### src/rtl/divider_result_stage.sv
// Result stage for the divider pipeline: forms the signed quotient, flags divide-by-zero
// and buffers results in a first-word-fall-through FIFO with occupancy back-pressure hints.
module divider_result_stage #(
   parameter int QW        = 12,
   parameter int DEPTH     = 4,
   parameter int AF_MARGIN = 2
) (
   input  logic                       clk,
   input  logic                       rst,
   input  logic                       in_valid,
   input  logic [35:0]                remainder_in,
   input  logic [22:0]                divisor_in,
   input  logic                       signbit_in,
   output logic                       out_valid,
   input  logic                       out_ready,
   output logic [QW:0]                out_quotient,
   output logic                       out_div_zero,
   output logic [$clog2(DEPTH):0]     fifo_level,
   output logic                       almost_full,
   output logic                       overflow
);

   localparam int AW = $clog2(DEPTH);
   localparam int LW = AW + 1;
   localparam int EW = QW + 2;

   // Saturates to the largest magnitude on divide-by-zero; negating zero yields zero.
   function automatic logic [QW:0] form_quotient(input logic [QW-1:0] mag,
                                                 input logic          zero_div,
                                                 input logic          neg);
      logic [QW:0] q;
      if (zero_div) begin
         q = {1'b0, {QW{1'b1}}};
      end else begin
         q = {1'b0, mag};
      end
      return neg ? (~q + {{QW{1'b0}}, 1'b1}) : q;
   endfunction

   logic [EW-1:0] r_mem [DEPTH];
   logic [EW-1:0] r_head;
   logic [AW-1:0] r_wr_ptr;
   logic [AW-1:0] r_rd_ptr;
   logic [LW-1:0] r_level;
   logic          r_out_valid;
   logic          r_almost_full;
   logic          r_overflow;

   logic          w_div_zero;
   logic [QW:0]   w_result;
   logic          w_full;
   logic          w_pop;
   logic          w_push;
   logic          w_reject;
   logic [LW-1:0] w_level_nxt;
   logic [LW-1:0] w_free;
   logic [AW-1:0] w_rd_ptr_inc;
   logic [EW-1:0] w_head_nxt;
   logic          w_unused;

   assign w_unused     = ^remainder_in[35:QW];
   assign w_div_zero   = (divisor_in == 23'd0);
   assign w_result     = form_quotient(remainder_in[QW-1:0], w_div_zero, signbit_in);
   assign w_full       = (r_level == LW'(DEPTH));
   assign w_pop        = r_out_valid & out_ready;
   assign w_push       = in_valid & (~w_full | w_pop);
   assign w_reject     = in_valid & w_full & ~w_pop;
   assign w_rd_ptr_inc = r_rd_ptr + AW'(1);
   assign w_free       = LW'(DEPTH) - w_level_nxt;

   // Occupancy after this edge.
   always_comb begin
      w_level_nxt = r_level;
      case ({w_push, w_pop})
         2'b10:   w_level_nxt = r_level + LW'(1);
         2'b01:   w_level_nxt = r_level - LW'(1);
         default: w_level_nxt = r_level;
      endcase
   end

   // Head register only moves on a pop or on a push into an empty FIFO.
   always_comb begin
      w_head_nxt = r_head;
      if (w_push && (r_level == LW'(0))) begin
         w_head_nxt = {w_result, w_div_zero};
      end else if (w_pop && (r_level > LW'(1))) begin
         w_head_nxt = r_mem[w_rd_ptr_inc];
      end else if (w_pop && w_push) begin
         w_head_nxt = {w_result, w_div_zero};
      end else begin
         w_head_nxt = r_head;
      end
   end

   // Storage array; contents are only meaningful between the pointers.
   always_ff @(posedge clk) begin
      if (w_push && !rst) begin
         r_mem[r_wr_ptr] <= {w_result, w_div_zero};
      end
   end

   // Pointers, occupancy, flags and the registered head.
   always_ff @(posedge clk) begin
      if (rst) begin
         r_wr_ptr      <= '0;
         r_rd_ptr      <= '0;
         r_level       <= '0;
         r_out_valid   <= 1'b0;
         r_almost_full <= 1'b0;
         r_overflow    <= 1'b0;
         r_head        <= '0;
      end else begin
         r_level       <= w_level_nxt;
         r_out_valid   <= (w_level_nxt != LW'(0));
         r_almost_full <= (w_free <= LW'(AF_MARGIN));
         r_head        <= w_head_nxt;
         if (w_push) begin
            r_wr_ptr <= r_wr_ptr + AW'(1);
         end
         if (w_pop) begin
            r_rd_ptr <= w_rd_ptr_inc;
         end
         if (w_reject) begin
            r_overflow <= 1'b1;
         end
      end
   end

   assign out_valid    = r_out_valid;
   assign out_quotient = r_head[EW-1:1];
   assign out_div_zero = r_head[0];
   assign fifo_level   = r_level;
   assign almost_full  = r_almost_full;
   assign overflow     = r_overflow;

endmodule

### config.mk
export PLATFORM = sky130hd
export DESIGN_NAME = divider_result_stage
export DESIGN_NICKNAME = d
export VERILOG_FILES = /design/src/rtl/divider_result_stage.sv
export SDC_FILE = /design/constraint.sdc
export NUM_CORES = 1
export LEC_CHECK = 0
export CAP_MARGIN = 20
export CORE_ASPECT_RATIO = 0.75
export CORE_UTILIZATION = 54
export CTS_CLUSTER_SIZE = 16
export DETAILED_ROUTE_END_ITERATION = 10
export PLACE_DENSITY = 0.9
export SLEW_MARGIN = 15
export SYNTH_ARGS = -nofsm -noshare
export SYNTH_HDL_FRONTEND = slang
export SYNTH_SLANG_ARGS = --single-unit
### constraint.sdc
create_clock -name clk -period 4.9 [get_ports clk]
set_input_delay 0.735 -clock clk [delete_from_list [all_inputs] [get_ports clk]]
set_output_delay 0.735 -clock clk [all_outputs]
set_load 0.01 [all_outputs]
==> reports/summary.txt, run 1 <==
asr flop ratio synth = 0
htree depth = 3
area of the die = 7410 um2
Lkg Pwr = 1.58 nW
cts bufs inserted = 9
Pre-antenna DRT Iters = 6
CP required = 4940 ps
Post-Syn Area per Cell = 12.0 um2
Row Count = 26
IO Pins = 84
largest net degree at the start of global routing = 29
WS Path Type = in2reg
post-CTS sizing = 0
Startpoint Class = input pin
Final Cell Area = 4630 um2
slew margin rel. = 0.324
Final Critical Period = 3770 ps
power density cells = 377 nW/um2
DR DRC count = 0
Final Hold Vio Count = 0
fillcell total = 503
count of final setup violators = 0
Port-buffer cells = 59
leading post-synthesis cells by cell area = edfxtp_1 (44%), dfxtp_1 (13%), mux4_2 (8.3%)
CP arrival = 3820 ps
crit-path cells = clkdlybuf4s50_1, nor4_1, nand4_1, or2_1, clkinv_2, nor2_1, ha_1, or4b_4, or3_2, a21oi_1, a21oi_1
postcts setup bufs = 0
status = finished clean
max_cap viols = 0
Buf/Inv on CP = 2
Critical Path Sink Type = flip-flop
post-synthesis cell count = 317
Reg clk slew, reported paths = 80 ps
worst reg2reg setup slack = 2510 ps
Top Family by Delay on Critical Path = simple AND/OR/NAND/NOR gates
VDD IR max = 191 uV
placed cells = 443
CP max stage delay = 520 ps
CP max FO = 18
CP max stage cell = or4b_4
wire per inst = 18.8 um
Syn-to-layout area delta = 21.3%
final max-slew violation count = 0
Ys Warns = 0
Worst-Skew Late Latency = 350 ps
fmax = 265 MHz
WHS = 479 ps
vias = 2842
Post-Syn Area = 3810 um2
#FFs+latches synth = 80
1st-iter DRT viols = 254
skew final = 9.61 ps
root buf cell = clkbuf_8
top-area cell type share of the netlist area = 0.441
HP Class = reg2reg
# hold bufs at CTS = 0
ANT cells = 0
Overall Global Routing Usage = 0.245
worst-margin pin slew = 1010 ps
share of cells above drive strength 1 = 0.103
min setup slack post-route = 1130 ps
dpl hpwl = 5880 um
CTS tree = built
Placement Setup Slack = 809 ps
DR vias/cell = 6.16
sequential area share after synthesis = 0.567
Layout Nets = 448
initial antenna violation count = 0
initial core utilization = 0.558
Unique masters post-synth = 52
Total Neg Setup Slack = 0 ps
Yosys top cell by area = edfxtp_1
first-pass GRT wire length = 13300 um
Mapped Nets = 393
EDFF count, synth = 56
Post-synth top flop = edfxtp_1
Detail Route Antenna Nets = 0
GPL Wtd Cong = 0.917
RSZ-0062 raised after global routing = no
die width = 99.0 um
Non-Filler Instances = 461
cell mode on critical path = a21oi_1
core area = 6830 um2
gr ovfl total = 0
Routed WL = 8650 um
vias in the first global route = 2668
Max Root-Sink Buffers = 2
Final Cycle Share = 0.770
chip height = 74.8 um
Area after DPL = 4430 um2
clk sink count = 80
-- stage by stage --
stage          utilization  total power, mW
2_1_floorplan            -             1.12
3_3_place_gp         0.648             1.29
3_5_place_dp         0.648             1.32
4_1_cts              0.673             1.74
5_1_grt              0.677             1.82
6_report             0.677             1.74
-- sequential cells by signal, summed over array words and instances (netlist names) --
register,flops
r_mem,56
r_head,14
fifo_level,3
r_rd_ptr,2
r_wr_ptr,2
almost_full,1
out_valid,1
overflow,1
-- cell type report --
type                       count  area (um2)  share of cell area
sequential                    80        2160               0.467
clock buffer                  11         141              0.0306
multi-input combinational    210        1530               0.331
clock inverter                 5        32.5             0.00703
tap                           84         105              0.0227
inverter                      10        38.8             0.00838
timing repair buffer          61         617               0.133
-- worst register-to-register path, stage by stage (launching register included) --
cell and delay [ps]:
dfxtp_1 430, inv_1 110, ha_1 180, o21bai_1 150
a21oi_1 260, o21a_1 700, o32a_1 310, a311oi_1 90
-- kinds of logic after synthesis --
group                      synth area share
and+or+nand+nor                       0.138
muxes                                0.0853
xor gates and xnor gates             0.0115
buffers and inverters                0.0328
AOI/OAI and AO/OA                     0.126
adders and majority gates            0.0394
DFF                                   0.567
-- layout by cell type, fill, tap and decap left out, types with 2 or more instances in the layout --
master	netlist	routed
nor2b_1	2	2
o221ai_1	3	3
a311oi_1	13	13
o2111ai_1	2	2
nor2_1	39	39
a21oi_1	13	13
clkbuf_8	0	10
nor3_1	8	8
o211a_1	2	2
ha_1	12	12
edfxtp_1	56	56
a211o_1	2	2
clkinv_2	1	4
o22a_1	2	2
and2_1	4	4
inv_1	8	8
nand2b_1	2	2
and3_1	2	2
clkdlybuf4s50_1	0	59
o311ai_0	2	2
mux4_2	14	14
or3_1	4	4
o21a_1	3	3
clkinv_4	0	2
o21ai_0	3	3
o31a_1	3	3
xnor2_1	4	4
nand2_1	39	39
nor4_1	6	6
a31oi_1	2	2
o32a_1	2	2
o21bai_1	3	2
dfxtp_1	24	24
o21ai_2	2	2
-- synthesized netlist by cell type (4+ instances only) --
library cell	n
ha_1	12
inv_1	8
nor2_1	39
a21oi_1	13
or3_1	4
nand2_1	39
edfxtp_1	56
clkbuf_1	9
nor4_1	6
and2_1	4
buf_2	6
dfxtp_1	24
nor3_1	8
mux4_2	14
xnor2_1	4
a311oi_1	13
-- layer usage --
| layer | vias up | GRT usage | part of all wire |
|---|---|---|---|
| met5 | - | 0 | 0 |
| li1 | 1308 | - | - |
| met4 | 0 | 0.101 | 0.022 |
| met3 | 21 | 0.0539 | 0.090 |
| met1 | 1371 | 0.299 | 0.40 |
| met2 | 142 | 0.435 | 0.48 |
-- power by group --
group          total (mW)  leakage [nW]  switching (mW)  internal (mW)
clock network       0.433        0.0930           0.236          0.197
registers           0.847         0.709          0.0513          0.796
logic               0.462         0.777           0.230          0.232
total                1.74          1.58           0.517           1.23
-- path summary, 6_finish.rpt --
check,from,to,cells past startpoint
setup / recovery,divisor_in[14],r_mem[0][9]$_DFFE_PP_,11
hold / removal,overflow$_SDFFE_PP0P_,overflow$_SDFFE_PP0P_,2
setup reg to reg,fifo_level[1]$_SDFF_PP0_,r_head[7]$_SDFFE_PP0P_,7
hold reg to reg,overflow$_SDFFE_PP0P_,overflow$_SDFFE_PP0P_,2
Note: power is estimated with default switching activity, not from simulation.
==> inputs of run 2 (changes only) <==
--- a/config.mk
+++ b/config.mk
@@ -7,10 +7,10 @@
 export LEC_CHECK = 0
 export CAP_MARGIN = 20
 export CORE_ASPECT_RATIO = 0.75
-export CORE_UTILIZATION = 54
+export CORE_UTILIZATION = 46
 export CTS_CLUSTER_SIZE = 16
 export DETAILED_ROUTE_END_ITERATION = 10
-export PLACE_DENSITY = 0.9
+export PLACE_DENSITY = 0.82
 export SLEW_MARGIN = 15
 export SYNTH_ARGS = -nofsm -noshare
 export SYNTH_HDL_FRONTEND = slang
==> constraint.sdc (replaced) <==
create_clock -name clk -period 3.05 [get_ports clk]
set_input_delay 0.4575 -clock clk [delete_from_list [all_inputs] [get_ports clk]]
set_output_delay 0.4575 -clock clk [all_outputs]
set_load 0.01 [all_outputs]
==> reports/summary.txt, run 2 (synthesis gave the netlist of run 1 again) <==
status = finished clean
DR top layer = met4
wire per inst = 17.4 um
min-delay src = overflow$_SDFFE_PP0P_
cts bufs inserted = 9
dpl hpwl = 6070 um
Overall Global Routing Usage = 0.217
postcts setup bufs = 0
worst reg2reg setup slack = 790 ps
fmax = 343 MHz
skew final = 6.97 ps
M1 WL = 3720 um
max_cap viols = 0
RSZ-0062 raised after global routing = no
commonest non-fill, non-tap cell in the layout = clkdlybuf4s50_1
WS Path Type = in2reg
Routed WL = 8700 um
VDD IR max = 397 uV
GPL Wtd Cong = 0.847
met2 wire length = 4230 um
initial core utilization = 0.480
CTS tree = built
depth of the worst register-to-register path = 9
gr ovfl total = 0
DR vias/cell = 5.59
Final Hold Vio Count = 0
root buf cell = clkbuf_8
CP max stage delay = 510 ps
slew margin rel. = 0.455
part of the power in registers = 0.460
vias = 2789
Max Root-Sink Buffers = 2
final max-slew violation count = 0
1st-iter DRT viols = 137
htree depth = 3
Port-buffer cells = 59
Reg clk slew, reported paths = 80 ps
Hold Path Sink = overflow$_SDFFE_PP0P_
CP arrival = 3000 ps
Clk pwr share = 0.288
cell mode on critical path = a21oi_1
Startpoint Class = input pin
first-pass GRT wire length = 13900 um
reg-to-reg endpoint = almost_full$_SDFF_PP0_
Reg2Reg Launch Point = fifo_level[0]$_SDFF_PP0_
Int Power = 2.12 mW
Syn-to-layout area delta = 26.4%
Non-Filler Instances = 499
met3 WL post-DR = 644 um
Final Cycle Share = 0.957
largest net degree at the start of global routing = 29
Top reg by flops = r_mem
Switch Pwr = 0.839 mW
Worst-Skew Late Latency = 350 ps
Detail Route Antenna Nets = 0
count of final setup violators = 0
core area = 7950 um2
most frequent cells in the layout = clkdlybuf4s50_1 (59), edfxtp_1 (56), nand2_1 (39), nor2_1 (39), dfxtp_1 (24)
die width = 107 um
chip height = 80.9 um
power density cells = 615 nW/um2
share of cells above drive strength 1 = 0.145
Final Critical Period = 2920 ps
max FFs per register = 56
Lkg Pwr = 1.68 nW
worst-margin pin slew = 808 ps
Final Util = 0.606
Layout Nets = 465
Pre-antenna DRT Iters = 4
initial antenna violation count = 0
Row Count = 28
HP Class = reg2reg
DR DRC count = 0
Area after DPL = 4590 um2
WHS Path Cells = 2
vias in the first global route = 2770
placed cells = 482
crit-path cells = clkdlybuf4s50_1, nor4_1, nand4_1, or2_1, clkinv_2, nor2_1, ha_1, or4b_4, or3_2, a21oi_1, a21oi_1
CP max FO = 6
ANT cells = 0
clk sink count = 80
Final Cell Area = 4820 um2
area of the die = 8660 um2
WHS = 490 ps
sw frac = 0.283
IO Pins = 84
CP max stage cell = or4b_4
logic gate share of total power = 0.253
Critical Path Sink Type = flip-flop
CP required = 3130 ps
==> run 2: power by group through the flow <==
stage | clock (mW) | sequential, mW | combinational [mW]
6_report | 0.852 | 1.36 | 0.749
3_5_place_dp | 0 | 1.39 | 0.739
4_1_cts | 0.869 | 1.36 | 0.745
2_1_floorplan | 0 | 1.38 | 0.415
3_3_place_gp | 0 | 1.38 | 0.716
5_1_grt | 0.914 | 1.38 | 0.832
==> run 2: cell type report <==
class                      instances  area (um2)
fill                             643        3130
sequential                        80        2160
multi-input combinational        210        1530
timing repair buffer              78         737
tap                              105         131
clock buffer                       9         124
clock inverter                     7        96.3
inverter                          10        38.8
==> run 2: worst max-delay path, delay by kind of cell <==
family                   cells  cell delay, ps
adder cells (fa/ha/maj)      1             200
AND/OR/NAND/NOR              6            1460
buffers and inverters        2             560
AO/OA/AOI/OAI                2             320
==> run 2: what timing repair did <==
action | 4_1_cts | 5_1_grt
endpoints found under the setup margin | 0 | 4
endpoints found under the hold margin | 0 | 0
resized for setup | 0 | 1
hold buffers | 0 | 0
==> run 2: how the worst max path moves through the flow <==
| stage | slack, ps | depth (start not counted) | from | to |
|---|---|---|---|---|
| 2_1_floorplan | 240 | 12 | divisor_in[14] | r_mem[0][9]$_DFFE_PP_ |
| 3_3_place_gp | -140 | 12 | divisor_in[10] | r_head[9]$_SDFFE_PP0P_ |
| 3_5_place_dp | -280 | 10 | divisor_in[1] | r_mem[2][7]$_DFFE_PP_ |
| 4_1_cts | 80 | 10 | divisor_in[16] | r_mem[1][7]$_DFFE_PP_ |
| 5_1_grt | 30 | 12 | divisor_in[10] | r_head[9]$_SDFFE_PP0P_ |
| 6_report | 130 | 11 | divisor_in[10] | r_mem[2][9]$_DFFE_PP_ |
==> run 2: layer usage <==
metal | global-route usage | vias up
li1 | - | 1344
met1 | 0.280 | 1334
met2 | 0.372 | 101
met3 | 0.0433 | 10
met4 | 0.0685 | 0
met5 | 0 | -
==> run 2: stage by stage <==
step	TNS [ps]	worst slack, ps	total power [mW]
2_1_floorplan	0	242	1.80
3_3_place_gp	-1110	-142	2.10
3_5_place_dp	-2720	-282	2.13
4_1_cts	0	75.7	2.98
5_1_grt	0	29.9	3.12
6_report	0	132	2.96
==> inputs of run 3 (changes only) <==
--- a/config.mk
+++ b/config.mk
@@ -5,7 +5,7 @@
 export SDC_FILE = /design/constraint.sdc
 export NUM_CORES = 1
 export LEC_CHECK = 0
-export CAP_MARGIN = 20
+export CAP_MARGIN = 40
 export CORE_ASPECT_RATIO = 0.75
 export CORE_UTILIZATION = 46
 export CTS_CLUSTER_SIZE = 16
==> reports/summary.txt, run 3 (synthesis gave the netlist of run 1 again) <==
fmax = 343 MHz
gr ovfl total = 0
crit-path cells = clkdlybuf4s50_1, nor4_1, nand4_1, or2_1, clkinv_2, nor2_1, ha_1, or4b_4, or3_2, a21oi_1, a21oi_1
WS Path Type = in2reg
commonest non-fill, non-tap cell in the layout = clkdlybuf4s50_1
Overall Global Routing Usage = 0.213
min-delay src = overflow$_SDFFE_PP0P_
Reg clk slew, reported paths = 80 ps
cell mode on critical path = a21oi_1
Final Cell Area = 4800 um2
cts bufs inserted = 9
postcts setup bufs = 0
RSZ-0062 raised after global routing = no
Critical Path Sink Type = flip-flop
die width = 107 um
wire per inst = 17.2 um
max_cap viols = 0
Startpoint Class = input pin
Area after DPL = 4600 um2
Worst-Skew Late Latency = 350 ps
CP max stage delay = 510 ps
Placement Setup Slack = -300 ps
count of final setup violators = 0
IO Pins = 84
status = finished clean
CP Launch Point = divisor_in[21]
Row Count = 28
WHS = 485 ps
CP required = 3130 ps
final max-slew violation count = 0
post-CTS sizing = 0
Final Util = 0.604
HP Class = reg2reg
max FFs per register = 56
share of cells above drive strength 1 = 0.145
Final Critical Period = 2910 ps
ANT cells = 0
1st-iter DRT viols = 188
vias in the first global route = 2747
htree depth = 3
total power = 2.88 mW
Layout Nets = 465
Final Hold Vio Count = 0
min setup slack post-route = 136 ps
largest net degree at the start of global routing = 26
Port-buffer cells = 59
CTS tree = built
chip height = 80.9 um
GPL Wtd Cong = 0.847
Syn-to-layout area delta = 25.9%
area of the die = 8660 um2
VDD IR max = 331 uV
first-pass GRT wire length = 13600 um
Buf/Inv on CP = 2
Detail Route Antenna Nets = 0
CP arrival = 2990 ps
Pre-antenna DRT Iters = 4
dpl hpwl = 6150 um
Final Cycle Share = 0.955
Routed WL = 8580 um
initial core utilization = 0.480
most frequent cells in the layout = clkdlybuf4s50_1 (59), edfxtp_1 (56), nand2_1 (39), nor2_1 (39), dfxtp_1 (24)
worst-margin pin slew = 794 ps
Top reg by flops = r_mem
fillcell total = 643
skew final = 6.09 ps
DR DRC count = 0
CP max FO = 6
clk sink count = 80
slew margin rel. = 0.464
power density cells = 600 nW/um2
vias = 2815
DR vias/cell = 5.64
Lkg Pwr = 1.67 nW
# hold bufs at CTS = 0
core area = 7950 um2
Max Root-Sink Buffers = 2
CP max stage cell = or4b_4
Top Family by Delay on Critical Path = simple AND/OR/NAND/NOR gates
Reg2Reg Launch Point = fifo_level[0]$_SDFF_PP0_
initial antenna violation count = 0
root buf cell = clkbuf_8
==> run 3: cell count changes in the layout (fill, tap and decap cells not counted), sizes merged <==
cell / before / now
clkinvlp: 0 / 2
bufinv: 2 / 1
clkinv: 6 / 5
==> run 3: metrics by stage <==
| step | instances | TNS [ps] |
|---|---|---|
| detailed placement | 483 | -2720 |
| global route | 499 | 0 |
| finish | 499 | 0 |
| global placement | 482 | -1110 |
| CTS | 499 | 0 |
| floorplan | 317 | 0 |
==> run 3: path summary, 6_finish.rpt <==
| check | to | slack [ps] | cells after the start |
|---|---|---|---|
| hold reg to reg | overflow$_SDFFE_PP0P_ | 490 | 2 |
| hold / removal | overflow$_SDFFE_PP0P_ | 490 | 2 |
| setup reg to reg | almost_full$_SDFF_PP0_ | 740 | 9 |
| setup / recovery | r_mem[3][9]$_DFFE_PP_ | 140 | 11 |
==> run 3: layout make-up <==
type	instances	area [um2]	area share
repair buffers	78	741	0.154
clock buffers	9	124	0.0258
well taps	105	131	0.0274
multi-input cells	210	1530	0.319
inverters	10	38.8	0.00808
clock inverters	7	72.6	0.0151
flip-flops and latches	80	2160	0.450
==> run 3: worst register-to-register path: cells and delay by family, from the launching register on <==
kind / cells / cell delay [ps]
AOI/OAI and AO/OA: 3 / 570
DFF: 1 / 430
and+or+nand+nor: 2 / 350
buffers and inverters: 1 / 120
adders and majority gates: 3 / 760
==> run 3: metal layers <==
layer	global-route usage	wire, um	up-vias
met5	0	0	-
met4	0.0849	104	0
met3	0.0433	681	10
met2	0.366	4180	112
met1	0.269	3610	1345
li1	-	-	1348
==> run 3: report_power, final <==
group,switching [mW],internal (mW),total (mW)
registers,0.0848,1.28,1.36
logic,0.365,0.388,0.754
clock network,0.386,0.377,0.763
